--- config.mk ---
export PLATFORM = sky130hd
export DESIGN_NAME = booth_r8_operand_stage
export DESIGN_NICKNAME = d
export VERILOG_FILES = /design/src/rtl/booth_r8_pkg.sv /design/src/rtl/booth_r8_digit_enc.sv /design/src/rtl/booth_r8_operand_stage.sv
export SDC_FILE = /design/constraint.sdc
export NUM_CORES = 1
export LEC_CHECK = 0
export ABC_AREA = 1
export BUFFER_PORTS_ARGS = -buffer_cell sky130_fd_sc_hd__clkbuf_2
export CAP_MARGIN = 20
export CORE_MARGIN = 4
export CORE_UTILIZATION = 40
export DETAILED_ROUTE_END_ITERATION = 10
export PLACE_DENSITY = 0.58
export RECOVER_POWER = 25
export SYNTH_ARGS = -nofsm -noshare
export SYNTH_HDL_FRONTEND = slang
export SYNTH_SLANG_ARGS = --single-unit
--- constraint.sdc ---
create_clock -name CLK -period 3.3 [get_ports CLK]
set_clock_uncertainty 0.15 [all_clocks]
set_input_delay 0.495 -clock CLK [delete_from_list [all_inputs] [get_ports CLK]]
set_output_delay 0.495 -clock CLK [all_outputs]
set_load 0.005 [all_outputs]
--- src/rtl/booth_r8_pkg.sv ---
// ---------------------------------------------------------------------------
// booth_r8_pkg
//   Shared definitions for the radix-8 Booth operand stage:
//   - group_cnt()    : number of 3-bit Booth groups for a given operand width
//   - digit_sel_t    : one-hot digit select, field order {s,d,t,q,n}
//   - booth_encode() : 4-bit window {x[3i+2],x[3i+1],x[3i],x[3i-1]} -> select
//   - state encodings for the operand-stage handshake FSM
// ---------------------------------------------------------------------------
package booth_r8_pkg;

  // Two extra groups cover the zero-extension that keeps the most
  // significant digit non-negative for an unsigned operand.
  function automatic int group_cnt(input int width);
    return (width >> 2) + 2;
  endfunction

  // s,d,t,q : |digit| = 1,2,3,4 (one-hot, all zero for a zero digit)
  // n       : digit is negative (never set for a zero digit)
  typedef struct packed {
    logic s;
    logic d;
    logic t;
    logic q;
    logic n;
  } digit_sel_t;

  localparam int SEL_W = $bits(digit_sel_t);

  localparam logic [1:0] ST_EMPTY_ENC = 2'd0;
  localparam logic [1:0] ST_ONE_ENC   = 2'd1;
  localparam logic [1:0] ST_FULL_ENC  = 2'd2;

  typedef enum logic [1:0] {
    ST_EMPTY = ST_EMPTY_ENC,
    ST_ONE   = ST_ONE_ENC,
    ST_FULL  = ST_FULL_ENC
  } stage_state_t;

  // Digit = -4*w[3] + 2*w[2] + w[1] + w[0]
  function automatic digit_sel_t booth_encode(input logic [3:0] win);
    digit_sel_t sel;
    sel = '0;
    case (win)
      4'b0001, 4'b0010: sel.s = 1'b1;                    // +1
      4'b0011, 4'b0100: sel.d = 1'b1;                    // +2
      4'b0101, 4'b0110: sel.t = 1'b1;                    // +3
      4'b0111:          sel.q = 1'b1;                    // +4
      4'b1000:          begin sel.q = 1'b1; sel.n = 1'b1; end  // -4
      4'b1001, 4'b1010: begin sel.t = 1'b1; sel.n = 1'b1; end  // -3
      4'b1011, 4'b1100: begin sel.d = 1'b1; sel.n = 1'b1; end  // -2
      4'b1101, 4'b1110: begin sel.s = 1'b1; sel.n = 1'b1; end  // -1
      default:          sel = '0;                        // 0000 / 1111 -> 0
    endcase
    return sel;
  endfunction

endpackage

--- src/rtl/booth_r8_digit_enc.sv ---
// ---------------------------------------------------------------------------
// booth_r8_digit_enc
//   Combinational radix-8 Booth digit encoder for one 4-bit window.
// Ports
//   win        in   4   {x[3i+2], x[3i+1], x[3i], x[3i-1]}
//   s,d,t,q    out  1   |digit| = 1,2,3,4 one-hot (all 0 for digit 0)
//   n          out  1   digit negative
// ---------------------------------------------------------------------------
module booth_r8_digit_enc
  import booth_r8_pkg::*;
(
  input  logic [3:0] win,
  output logic       s,
  output logic       d,
  output logic       t,
  output logic       q,
  output logic       n
);

  digit_sel_t sel;

  assign sel = booth_encode(win);

  assign s = sel.s;
  assign d = sel.d;
  assign t = sel.t;
  assign q = sel.q;
  assign n = sel.n;

endmodule

--- src/rtl/booth_r8_operand_stage.sv ---
// ---------------------------------------------------------------------------
// booth_r8_operand_stage
//   Registered radix-8 Booth operand stage feeding mb16_top. Each accepted
//   unsigned pair (mx, my) yields per-group one-hot digit selects for mx,
//   my passed through, and the hard multiple tmy = 3*my. Encoding and tmy
//   are computed ahead of the registers so the consumer sees flop outputs
//   only. A one-entry skid buffer behind the output register keeps in_ready
//   a pure flop output (no out_ready -> in_ready combinational path).
//
//   The group count covers the zero-extended operand exactly while
//   3*GROUP_CNT >= WIDTH+1, i.e. for WIDTH of 8, 12, 16 or 20.
//
// Ports
//   CLK        in   1            clock, rising edge
//   RST        in   1            asynchronous reset, active low
//   in_valid   in   1            mx/my valid
//   in_ready   out  1            stage can accept (registered, = !skid_full)
//   mx         in   WIDTH        multiplier operand (Booth-encoded)
//   my         in   WIDTH        multiplicand operand
//   out_valid  out  1            outputs valid
//   out_ready  in   1            consumer takes the current output
//   s,d,t,q,n  out  GROUP_CNT    per-group digit select / sign
//   my_o       out  WIDTH        registered my
//   tmy        out  WIDTH+2      3*my, exact
// ---------------------------------------------------------------------------
//   state    | meaning
//   ---------+--------------------------------------------------------
//   ST_EMPTY | nothing held; out_valid=0, in_ready=1
//   ST_ONE   | output register valid, skid empty; in_ready=1
//   ST_FULL  | output register and skid both valid; in_ready=0
// ---------------------------------------------------------------------------
module booth_r8_operand_stage
  import booth_r8_pkg::*;
#(
  parameter  int WIDTH     = 16,
  localparam int GROUP_CNT = group_cnt(WIDTH)
) (
  input  logic                 CLK,
  input  logic                 RST,
  input  logic                 in_valid,
  output logic                 in_ready,
  input  logic [WIDTH-1:0]     mx,
  input  logic [WIDTH-1:0]     my,
  output logic                 out_valid,
  input  logic                 out_ready,
  output logic [GROUP_CNT-1:0] s,
  output logic [GROUP_CNT-1:0] d,
  output logic [GROUP_CNT-1:0] t,
  output logic [GROUP_CNT-1:0] q,
  output logic [GROUP_CNT-1:0] n,
  output logic [WIDTH-1:0]     my_o,
  output logic [WIDTH+1:0]     tmy
);

  // Extended multiplier: bit 0 is x[-1] = 0, then mx, then zero padding.
  localparam int EXT_W = 3 * GROUP_CNT + 1;
  localparam int PAD_W = EXT_W - WIDTH - 1;
  localparam int PAY_W = SEL_W * GROUP_CNT + WIDTH + WIDTH + 2;

  logic [EXT_W-1:0]     mx_ext;
  logic [GROUP_CNT-1:0] s_c;
  logic [GROUP_CNT-1:0] d_c;
  logic [GROUP_CNT-1:0] t_c;
  logic [GROUP_CNT-1:0] q_c;
  logic [GROUP_CNT-1:0] n_c;
  logic [WIDTH+1:0]     tmy_c;
  logic [PAY_W-1:0]     pay_c;
  logic [PAY_W-1:0]     out_q;
  logic [PAY_W-1:0]     skid_q;
  logic                 in_xfer;
  stage_state_t         state;

  assign mx_ext = {{PAD_W{1'b0}}, mx, 1'b0};

  // Window for group g is mx_ext[3g+3:3g] = {x[3g+2], x[3g+1], x[3g], x[3g-1]}.
  generate
    for (genvar g = 0; g < GROUP_CNT; g++) begin : g_enc
      booth_r8_digit_enc u_enc (
        .win (mx_ext[3*g+3 -: 4]),
        .s   (s_c[g]),
        .d   (d_c[g]),
        .t   (t_c[g]),
        .q   (q_c[g]),
        .n   (n_c[g])
      );
    end
  endgenerate

  // Two guard bits make my + 2*my exact for any unsigned my.
  assign tmy_c = {2'b00, my} + {1'b0, my, 1'b0};

  assign pay_c = {s_c, d_c, t_c, q_c, n_c, my, tmy_c};

  assign {s, d, t, q, n, my_o, tmy} = out_q;

  // in_ready is low only in ST_FULL, so no input is taken while full.
  assign in_xfer = in_valid & in_ready;

  always_ff @(posedge CLK or negedge RST) begin
    if (!RST) begin
      state     <= ST_EMPTY;
      out_valid <= 1'b0;
      in_ready  <= 1'b1;
      out_q     <= '0;
      skid_q    <= '0;
    end else begin
      case (state)
        ST_EMPTY: begin
          if (in_xfer) begin
            out_q     <= pay_c;
            out_valid <= 1'b1;
            state     <= ST_ONE;
          end
        end
        ST_ONE: begin
          if (in_xfer && !out_ready) begin
            // Output is stalled: park the new pair and stop accepting.
            skid_q   <= pay_c;
            in_ready <= 1'b0;
            state    <= ST_FULL;
          end else if (in_xfer) begin
            // Output consumed this edge; replace it with the new pair.
            out_q <= pay_c;
          end else if (out_ready) begin
            out_valid <= 1'b0;
            state     <= ST_EMPTY;
          end
        end
        ST_FULL: begin
          if (out_ready) begin
            out_q    <= skid_q;
            in_ready <= 1'b1;
            state    <= ST_ONE;
          end
        end
        default: begin
          out_valid <= 1'b0;
          in_ready  <= 1'b1;
          state     <= ST_EMPTY;
        end
      endcase
    end
  end

endmodule

-- After elaboration in Yosys (flattened, before gate mapping)
Index checks and enable logic that the tools add are counted.
Widths: inputs -> output; s select.
- add/subtract/negate cells: 1
- eq/ne operators: 76
- mux-type cells: 45
- bitwise logic cells: 3
- reductions and logical operators: 34
- operators by type and width (kind ; count):
    $mux 64 ; 3
    $pmux 64 s3 ; 1
    $eq 4x4->1 const B ; 28
    $eq 4x3->1 const B ; 16
    $reduce_or 4->1 ; 13
    $mux 1 ; 33
    $eq 4x2->1 const B ; 8
    $reduce_or 7->1 ; 4
    $add 16x17->18 ; 1
    $eq 4x1->1 const B ; 4
    $reduce_or 2->1 ; 8
    $eq 3x3->1 const B ; 4
    $ne 2x2->1 const B ; 6
    $mux 2 ; 5
    $eq 2x2->1 const B ; 3
    $eq 3x2->1 const B ; 2
    $ne 3x3->1 const B ; 2
    $pmux 1 s3 ; 2
    $pmux 2 s3 ; 1
    $reduce_and 3->1 ; 2
    $reduce_and 5->1 ; 1
    $eq 2x1->1 const B ; 2
    $reduce_and 4->1 ; 1
    $eq 3x1->1 const B ; 1
    other kinds (7) ; 8
- flip-flop bits (word level): 129
- input bits: 36
- output and inout port bits: 66
- logic and storage cells: 164

-- Depth between registers and ports, before layout
- depth after elaboration: 6
- gate-level depth with buffers: 12
- mapped depth without buffers: 12

-- Modules after synthesis
Synthesis repeated with hierarchy kept, for this count alone.
- cell total of the unflattened synthesis: 939
- area total of the unflattened synthesis: 7044.3 um^2
- by module, submodules not included (module ; instances ; cells each ; area an instance (um^2) ; sequential area each (um^2)):
    booth_r8_operand_stage ; 1 ; 825 ; 6548.8 ; 3254.4
    booth_r8_digit_enc ; 6 ; 19 ; 82.6 ; 0.0

-- Least setup slack after synthesis
No wires, ideal clock.
- path type: input-to-reg
- start point: in my[0]
- end point: reg out_q[13]
- setup time: 0.116 ns
- data arrival time: 1.762 ns
- data required time: 3.034 ns
- slack: 1.272 ns
- stages on the path: 12
- path buffers: 0
- cell sequence: ha_1 > fa_1 > nand3_1 > nand2_1 > nand2_1 > nand2_1 > nand2_1 > nand2_1 > nand2_1 > nand3_1 > nand2_1 > nand2_1
- cells in the longest elaborated chain, start to end: 4
- ends and longest elaborated chain (item ; line ; source):
    start, declared ; booth_r8_operand_stage.sv:43 ; input logic [WIDTH-1:0] my,
    $add 16x17->18 * ; booth_r8_operand_stage.sv:90 ; assign tmy_c = {2'b00, my} + {1'b0, my, 1'b0};
    $mux 64 * ; booth_r8_operand_stage.sv:109, booth_r8_operand_stage.sv:121 ;
    $mux 64 ; booth_r8_operand_stage.sv:116 ; if (in_xfer && !out_ready) begin
    $pmux 64 s3 * ; booth_r8_operand_stage.sv:107 ; case (state)
    end signal, assigned ; booth_r8_operand_stage.sv:110 ; out_q <= pay_c;
    end signal, assigned ; booth_r8_operand_stage.sv:123 ; out_q <= pay_c;
    end signal, assigned ; booth_r8_operand_stage.sv:131 ; out_q <= skid_q;
    end, declared ; booth_r8_operand_stage.sv:68 ; logic [PAY_W-1:0] out_q;
Every way passes the cells marked *; elsewhere a longest branch is shown, timed or not. The select of a mux whose other input is x is not followed.
A chain may end at the register's enable or synchronous reset.

-- Worst setup path after layout
- start point: reg state[1]
- end point: reg out_q[6]
- cells in the longest elaborated chain, start to end: 3
- elaborated cells between the ends (all ways): 8
- those cells by class: eq/ne (4); mux (1); reduce/logical (3)
- ends and longest elaborated chain (item ; line ; source):
    start, declared ; booth_r8_operand_stage.sv:71 ; stage_state_t state;
    start signal, assigned ; booth_r8_operand_stage.sv:101 ; state <= ST_EMPTY;
    start signal, assigned ; booth_r8_operand_stage.sv:112 ; state <= ST_ONE;
    start signal, assigned ; booth_r8_operand_stage.sv:120 ; state <= ST_FULL;
    $eq 2x1->1 (tied with other cells) ; booth_r8_operand_stage.sv:107 ;
    $ne 2x2->1 (no line) / $reduce_bool 3->1 (equally long branches) ; -- ;
    $reduce_and 3->1 (no line) ; -- ;
Parallel ways exist; a longest one is shown, timed or not.

==> flow_metrics.env <==
export IMPL_wire_per_inst_um=13.1
export IMPL_pin_count=102
export IMPL_grt_pass1_wl_um=25900
export IMPL_cap_viol_max_count=0
export IMPL_synth_area_leader_cell="dfrtp_1"
export IMPL_status="complete, no violations"
export IMPL_grt_pass1_vias=5293
export IMPL_post_synth_top_count_cell="nand2_1"
export IMPL_fillers=1604
export IMPL_syn_to_final_growth_pct=19.7
export IMPL_power_mw=6.37
export IMPL_num_vias=5458
export IMPL_num_rows=46
export IMPL_cts_max_level=4
export IMPL_critPathCapture="out_q[6]"
export IMPL_hpwlAfterDp_um=11000
export IMPL_core_area_um2=15800
export IMPL_syn_inst=851
export IMPL_p_clk_frac=0.276
export IMPL_netlist_area_um2=6440
export IMPL_regToRegStartpoint="state[1]"
export IMPL_r2r_end="out_q[6]"
export IMPL_r2r_slack_ns=1.03
export IMPL_ff2ff_path_depth=10
export IMPL_relSlewSlack=0.177
export IMPL_p_sw_frac=0.358
export IMPL_finalSetupTns_ns=0
export IMPL_end_kind="flop"
export IMPL_grt_max_degree=56
export IMPL_start_kind="flop"
export IMPL_synth_common_cells="nand2_1, dfrtp_1, o21ai_0, inv_1, o21ai_1"
export IMPL_antenna_found_initial=0
export IMPL_hold_class="in2reg"
export IMPL_post_synth_cell_area_avg_um2=7.57
export IMPL_synth_seq_cells=124
export IMPL_clock_latency_ns=0.41
export IMPL_pwr_share_seq=0.402
export IMPL_setup_viol=0
export IMPL_start_util=0.407
export IMPL_hold_violations=0
export IMPL_arrival_ns=2.47
export IMPL_nets=996
export IMPL_ys_flop_type="dfrtp_1"
export IMPL_fp_dieH_um=135
export IMPL_finalCritPeriodShare=0.687
export IMPL_worst_endpoint_required_ns=3.50
export IMPL_drt_first_pass_iters=4
export IMPL_dr_first_iter_drc_count=217
export IMPL_combPwrFrac=0.322
export IMPL_cell_internal_pwr_mw=4.09
export IMPL_crit_start="state[1]"
export IMPL_peakVddDrop_mv=0.424
export IMPL_drt_total_wl_um=15300
export IMPL_rsz0062_at_grt="no"
export IMPL_grt_use_total=0.178
export IMPL_overflow=0
export IMPL_drv_slew=0
export IMPL_synthTopCellsByArea="dfrtp_1, nand2_1, o21ai_0, inv_1, ha_1"
export IMPL_max_freq_ghz=0.441
export IMPL_clkTransAtPathRegs_ns=0.06
export IMPL_place_congestion=0.853
export IMPL_critPathMaxFanout=39
export IMPL_layout_min_cycle_time_ns=2.27
export IMPL_power_switching_mw=2.28
export IMPL_io_buffer_count=98
export IMPL_die_width_um=135
export IMPL_drcViolationCount=0
export IMPL_clkSinkCount=124
export IMPL_worstMarginPinSlew_ns=1.23
export IMPL_cts_buffer_depth=2
export IMPL_ys_types=33
export IMPL_cts_tree="built"
export IMPL_leakage_nw=4.02
export IMPL_n_antenna_cell=0
export IMPL_synth_top_cell_area_share=0.478
export IMPL_die_area_um2=18200
export IMPL_worstSetupPathType="reg2reg"
export IMPL_synthArstFlopShare=1.00
export IMPL_synth_edff_count=0
export IMPL_vias_per_cell=4.67
export IMPL_synth_seq_area_share=0.482
export IMPL_synth_warnings=0
export IMPL_ant_nets=0
export IMPL_drive_gt1_frac=0.156
export IMPL_power_density_nw_per_um2=826
export IMPL_root_buffer="clkbuf_16"
export IMPL_cts_buffers=17
-- cell type report --
type	count	area (µm²)	area share
sequential	124	3100	0.402
multi-input combinational	590	2780	0.360
timing repair buffer	110	646	0.0837
clock buffer	18	429	0.0556
inverter	98	368	0.0477
tap	216	270	0.0350
clock inverter	13	120	0.0156
-- state kept, by name, indices dropped and copies added, names as in the netlist --
register	count
out_q	60
skid_q	60
state	2
in_ready	1
out_valid	1
-- worst max-delay path: stages, from the launching register on --
cell	delay, ns
dfrtp_1	0.41
inv_2	0.08
nor2_4	0.09
buf_4	0.27
inv_2	0.07
o21ai_2	0.08
nand3_4	0.40
inv_1	0.29
o21ai_0	0.12
a21o_1	0.17
nand2_1	0.05
-- how the worst min path moves through the flow --
stage,cells past startpoint,end,start,slack [ns]
6_report,3,skid_q[18],my[0],0.18
5_1_grt,3,skid_q[22],my[4],0.21
4_1_cts,3,skid_q[18],my[0],0.16
3_5_place_dp,2,skid_q[41],skid_q[41],0.32
3_3_place_gp,2,skid_q[48],skid_q[48],0.31
2_1_floorplan,0,out_q[10],RST,0.05
-- cells by family (layout without fill, tap and decap cells) --
| kind of cell | Yosys count | after routing | share of synthesized area |
|---|---|---|---|
| compound gates | 195 | 195 | 0.155 |
| flops | 124 | 124 | 0.482 |
| xor+xnor | 9 | 9 | 0.0122 |
| buf+inv | 139 | 239 | 0.0897 |
| fa+ha+maj | 19 | 19 | 0.0381 |
| simple gates | 364 | 364 | 0.222 |
| other cells | 1 | 3 | 0.000582 |
-- metal layers --
metal / vias to the layer above / global-route usage / wire, µm / part of all wire
li1: 2877 / - / - / -
met1: 2482 / 0.228 / 7120 / 0.47
met2: 92 / 0.301 / 7430 / 0.49
met3: 7 / 0.0432 / 602 / 0.039
met4: 0 / 0.0498 / 105 / 0.0069
met5: - / 0 / 0 / 0
-- power by group through the flow --
stage	registers (mW)	clock network, mW	logic, mW
3_3_place_gp	2.57	0	2.06
2_1_floorplan	2.55	0	1.31
6_report	2.56	1.76	2.06
3_5_place_dp	2.58	0	2.10
4_1_cts	2.57	1.79	2.11
5_1_grt	2.64	1.86	2.40
-- cells in the final DEF, fill, tap and decap left out, types with 18 or more instances in the layout --
cell,Yosys,routed
nor2_1,37,37
clkbuf_2,0,98
ha_1,18,18
inv_1,96,95
o21ai_1,42,42
nand2_1,291,291
nand3_1,24,24
dfrtp_1,123,123
o21ai_0,121,121
a21oi_1,20,20
-- metrics by stage --
step / hold WS (ns) / instances / utilization / area, µm² / worst slack (ns)
after floorplan: 0.0494 / 853 / - / 6450 / 1.27
after global placement: 0.310 / 1137 / 0.452 / 7160 / 0.938
after detailed placement: 0.315 / 1137 / 0.452 / 7160 / 0.914
after CTS: 0.160 / 1169 / 0.487 / 7710 / 1.01
after global routing: 0.205 / 1169 / 0.487 / 7710 / 0.806
final: 0.178 / 1169 / 0.487 / 7710 / 1.03
-- repair_timing --
item / 4_1_cts / 5_1_grt
endpoints found under the hold margin: 43 / 0
buffers inserted: 0 / 0
hold buffers: 1 / 0
gates resized for setup: 0 / 0
Power figures use the tool's default switching activity.
